==> src/rtl/ifu_fetch.sv <==
`timescale 1ns/1ps
// ifu_fetch: instruction fetch unit sitting directly in front of a
// combinational instruction ROM. It owns the PC, drives the ROM address,
// captures returned words into a small in-order buffer and hands
// {pc, inst} to decode over a valid/ready handshake. Redirects from execute
// flush the buffer and restart fetch; misaligned redirect targets park the
// unit in a FAULT state until a good redirect arrives.
//
// Ports:
//   clk            - clock, all state updates on the rising edge
//   rst            - asynchronous active-high reset
//   imem_addr      - ROM byte address (always the current PC, word aligned)
//   imem_rdata     - ROM data for imem_addr, valid in the same cycle
//   redirect_valid - next-PC override from execute
//   redirect_pc    - redirect target
//   out_valid      - buffer head is valid
//   out_ready      - decode accepts the head this cycle
//   out_pc         - PC of the head entry
//   out_inst       - instruction word of the head entry
//   fault          - misaligned-redirect fault is latched
//   fault_pc       - the offending redirect target
module ifu_fetch #(
  parameter logic [31:0] RESET_PC  = 32'h8000_0000,
  parameter int          BUF_DEPTH = 2
) (
  input  logic        clk,
  input  logic        rst,
  output logic [31:0] imem_addr,
  input  logic [31:0] imem_rdata,
  input  logic        redirect_valid,
  input  logic [31:0] redirect_pc,
  output logic        out_valid,
  input  logic        out_ready,
  output logic [31:0] out_pc,
  output logic [31:0] out_inst,
  output logic        fault,
  output logic [31:0] fault_pc
);

  localparam int PTR_W = (BUF_DEPTH > 1) ? $clog2(BUF_DEPTH) : 1;
  localparam int CNT_W = PTR_W + 1;
  localparam logic [CNT_W-1:0] FULL_CNT = CNT_W'(BUF_DEPTH);

  typedef enum logic [1:0] {
    S_BOOT  = 2'd0,
    S_RUN   = 2'd1,
    S_FAULT = 2'd2
  } state_t;

  state_t state_q;
  state_t state_d;

  logic [31:0]      pc_q;
  logic [31:0]      fault_pc_q;
  logic [31:0]      buf_pc   [BUF_DEPTH];
  logic [31:0]      buf_inst [BUF_DEPTH];
  logic [PTR_W-1:0] rd_ptr;
  logic [PTR_W-1:0] wr_ptr;
  logic [CNT_W-1:0] count;

  logic redirect_take;
  logic redirect_ok;
  logic push;
  logic pop;

  // Redirects are ignored during the single BOOT cycle. A taken redirect
  // wins over everything else: no fetch, and any same-cycle pop is dropped
  // because the whole buffer is flushed anyway. A full buffer may still
  // accept a fetch when the head is being popped in the same cycle, which
  // is what gives one instruction per cycle in steady state.
  always_comb begin
    redirect_take = redirect_valid && (state_q != S_BOOT);
    redirect_ok   = redirect_take && (redirect_pc[1:0] == 2'b00);
    pop           = out_valid && out_ready;
    push          = (state_q == S_RUN) && !redirect_take &&
                    ((count < FULL_CNT) || pop);
  end

  // State register.
  always_ff @(posedge clk or posedge rst) begin
    if (rst) begin
      state_q <= S_BOOT;
    end else begin
      state_q <= state_d;
    end
  end

  // Next-state logic: BOOT always moves on to RUN after one idle cycle;
  // from RUN or FAULT, an aligned redirect (re)starts fetch and a
  // misaligned one parks the unit in FAULT.
  always_comb begin
    state_d = state_q;
    case (state_q)
      S_BOOT: state_d = S_RUN;
      default: begin
        if (redirect_take) begin
          state_d = redirect_ok ? S_RUN : S_FAULT;
        end
      end
    endcase
  end

  // Output logic. The head fields read the buffer slot directly, so they
  // keep showing the stale slot once the buffer drains.
  always_comb begin
    imem_addr = pc_q;
    out_valid = (count != '0);
    out_pc    = buf_pc[rd_ptr];
    out_inst  = buf_inst[rd_ptr];
    fault     = (state_q == S_FAULT);
    fault_pc  = fault_pc_q;
  end

  // PC, fetch buffer and fault target. A flush resets both pointers as well
  // as the count so the restarted stream always begins in slot 0.
  always_ff @(posedge clk or posedge rst) begin
    if (rst) begin
      pc_q       <= RESET_PC;
      fault_pc_q <= '0;
      rd_ptr     <= '0;
      wr_ptr     <= '0;
      count      <= '0;
      for (int i = 0; i < BUF_DEPTH; i++) begin
        buf_pc[i]   <= '0;
        buf_inst[i] <= '0;
      end
    end else if (redirect_take) begin
      rd_ptr <= '0;
      wr_ptr <= '0;
      count  <= '0;
      if (redirect_ok) begin
        pc_q <= redirect_pc;
      end else begin
        fault_pc_q <= redirect_pc;
      end
    end else begin
      if (push) begin
        buf_pc[wr_ptr]   <= pc_q;
        buf_inst[wr_ptr] <= imem_rdata;
        wr_ptr           <= wr_ptr + PTR_W'(1);
        pc_q             <= pc_q + 32'd4;
      end
      if (pop) begin
        rd_ptr <= rd_ptr + PTR_W'(1);
      end
      if (push && !pop) begin
        count <= count + CNT_W'(1);
      end else if (pop && !push) begin
        count <= count - CNT_W'(1);
      end
    end
  end

endmodule

==> config.mk <==
export PLATFORM = sky130hd
export DESIGN_NAME = ifu_fetch
export DESIGN_NICKNAME = d
export VERILOG_FILES = /design/src/rtl/ifu_fetch.sv
export SDC_FILE = /design/constraint.sdc
export NUM_CORES = 1
export LEC_CHECK = 0
export ABC_AREA = 1
export CORE_ASPECT_RATIO = 0.6
export CORE_MARGIN = 5
export CORE_UTILIZATION = 50
export CTS_CLUSTER_SIZE = 25
export DETAILED_ROUTE_END_ITERATION = 12
export PLACE_DENSITY_LB_ADDON = 0.25
export SKIP_CTS_REPAIR_TIMING = 1
export SYNTH_ARGS = -nofsm -noshare
export SYNTH_HDL_FRONTEND = slang
export SYNTH_SLANG_ARGS = --single-unit
==> constraint.sdc <==
create_clock -name clk -period 9 [get_ports clk]
set_input_delay 1.8 -clock clk [delete_from_list [all_inputs] [get_ports clk]]
set_output_delay 1.8 -clock clk [all_outputs]
set_load 0.05 [all_outputs]
==> out/qor.txt <==
Vias: 8,237
peak supply drop: 0.295 mV
port bufs: 197
Switching Fraction: 48.9%
# rows: 38
Final period util: 53.7%
syn_nets: 1,220
antenna cell count: 0
P_leak: 0.00547 uW
Setup crit start kind: flip-flop
Post-Route WL: 25.7 mm
first-pass GRT wire length: 41.8 mm
Area growth syn-to-layout: 28.7%
Synth area leaders: dfrtp_1 (53%), nand2_1 (14%), o21ai_0 (8.9%), inv_1 (5.6%), mux2_2 (4.1%)
placed cells: 1,539
critical path's top delay family: buffers and inverters
num ports: 198
Worst path slowest cell: clkdlybuf4s50_1
RSZ-0062 raised after global routing: false
die area: 21,500 um2
global route overflow: 0
Period minus WS final: 4.83 ns
sequential fraction of the synthesis area: 53.4%
share of cells above drive strength 1: 6.69%
vias in the first global route: 7,841
commonest non-fill, non-tap cell in the layout: nand2_1
antenna-violating nets left: 0
post-synthesis area per instance: 8.07 um2
root buffer cell: clkbuf_16
vias per std cell: 5.24
Crit Path Class: reg -> out
combinational power share: 51.0%
slew margin rel.: 24.4%
Setup crit end kind: output port
drt drc: 0
HP Class: reg -> reg
total negative slack: 0 ns
Slew @ Worst Pin: 1.13 ns
CTS tree: built
Avg WL per Cell: 16.3 um
Detailed Routing Iterations Pass 1: 5
Slew Viols, Final: 0
top-area cell type share of the netlist area: 53.1%
Seq cells post-synth: 198
Pint: 2420 uW
Global Route Usage Sum: 24.5%
die width: 186 um
storage element area: 4960 um2
max frequency: 207 MHz
Final Non-Filler Cells: 1,571
die height: 116 um
Max Clock Skew: 0.00908 ns
Nets: 1,387
Final Setup Violations: 0
clock buffer depth: 2
Worst EP arrival: 3.03 ns
1st-iter DRT viols: 772
clock power share: 16.7%
yosys warns: 0
Crit Path Max Fanout: 104
Netlist Area Pre-Place: 9290 um2
depth of the CTS H-tree: 4
CTS Sinks: 198
clk_lat worst skew: 0.43 ns
Starting Density: 51.1%
most frequent cells in the layout: nand2_1 (337), clkdlybuf4s50_1 (197), dfrtp_1 (196)
fillers: 1,560
multi-input logic area: 3540 um2
Sequential Power Share: 32.3%
core footprint: 18,200 um2
post-synthesis cell count: 1,151
async set-reset flop share out of synthesis: 100%
MaxCap Viol Count: 0
Unique masters post-synth: 28
CTS Buf Count: 17
DP Wirelength: 18.1 mm
Top FF cell, synth: dfrtp_1
final hold violations: 0
CP cell instances: buf_4 > nand2_1 > o21ai_0 > clkdlybuf4s50_1
pwr dens: 396 nW/um2
Net Sw Power: 2320 uW
largest net degree at the start of global routing: 132
Synth area leader: dfrtp_1
status: finished, final reports clean
buffer and inverter count on the worst path: 2
critical path's largest stage delay: 0.89 ns
gpl congestion: 0.977
CP required: 7.20 ns
Clk pin slew, worst setup/hold paths: 0.08 ns
number of synthesized flops with an enable pin: 0
initial antenna violation count: 1
==> power groups by stage <==
stage	clock (uW)	combinational (uW)	sequential [uW]
finish	790	2420	1530
global route	838	2600	1580
CTS	801	2430	1530
detailed placement	0	2420	1540
global placement	0	2390	1530
floorplan	0	1370	1740
==> flip-flops by register name (all words and copies together), names as in the netlist <==
name and count:
wr_ptr 1, buf_pc 64, fault_pc 32, count 2, rd_ptr 1, imem_addr 32
state_q 2, buf_inst 64
==> cell families after synthesis <==
logic type      count (synthesis)  synth area share, %
simple gates                  483                 20.7
compound gates                236                 12.9
flops                         198                 53.4
buf+inv                       197                 8.66
mux                            34                 4.12
xor+xnor                        2                0.189
fa+ha+maj                       1                0.135
==> stage by stage <==
stage               hold WS, ns  power (uW)  worst slack [ns]  utilization, %  instance area, um2
floorplan                 0.464        3110              1.80               -                9290
CTS                       0.479        4750              4.19            65.8               12000
finish                    0.477        4740              4.17            65.8               12000
detailed placement        0.460        3960              4.29            62.5               11400
global placement          0.456        3920              4.35            62.5               11400
global route              0.487        5010              3.99            65.8               12000
==> worst min-delay path: stages (launching register included) <==
cell and delay (ns):
dfrtp_1 0.35, nand2_1 0.05, nand2_1 0.05
==> layer usage <==
metal | GRT usage, % | vias to the layer above | part of all wire [%]
met5 | 0 | - | 0
met4 | 4.80 | 0 | 1.3
met3 | 5.52 | 31 | 8.0
met2 | 35.0 | 313 | 42
met1 | 38.7 | 3927 | 49
li1 | - | 3966 | -
==> cells in the mapped netlist, types with 9 or more instances <==
cell	count
nand3_1	41
clkbuf_1	29
nand2_1	337
nor2_1	90
inv_1	139
dfrtp_1	197
o21ai_0	166
a21oi_1	60
buf_4	9
mux2_2	34
buf_2	13
==> path summary, 6_finish.rpt <==
check | slack, ns | to | depth (start not counted) | from
max | 4.17 | out_pc[23] | 4 | rd_ptr
min in group asynchronous | 1.96 | buf_inst[17] | 2 | rst
max in group asynchronous | 5.61 | fault_pc[2] | 3 | rst
max reg2reg | 6.17 | imem_addr[15] | 9 | state_q[0]
min | 0.48 | fault_pc[12] | 2 | fault_pc[12]
min reg2reg | 0.48 | fault_pc[12] | 2 | fault_pc[12]
==> cell type report <==
cell class,instances,share of cell area [%]
timing repair buffer,203,16.9
clock buffer,17,3.56
tap,240,2.51
sequential,198,41.5
clock inverter,15,1.47
multi-input combinational,756,29.6
inverter,142,4.52
Power figures use the tool's default switching activity.
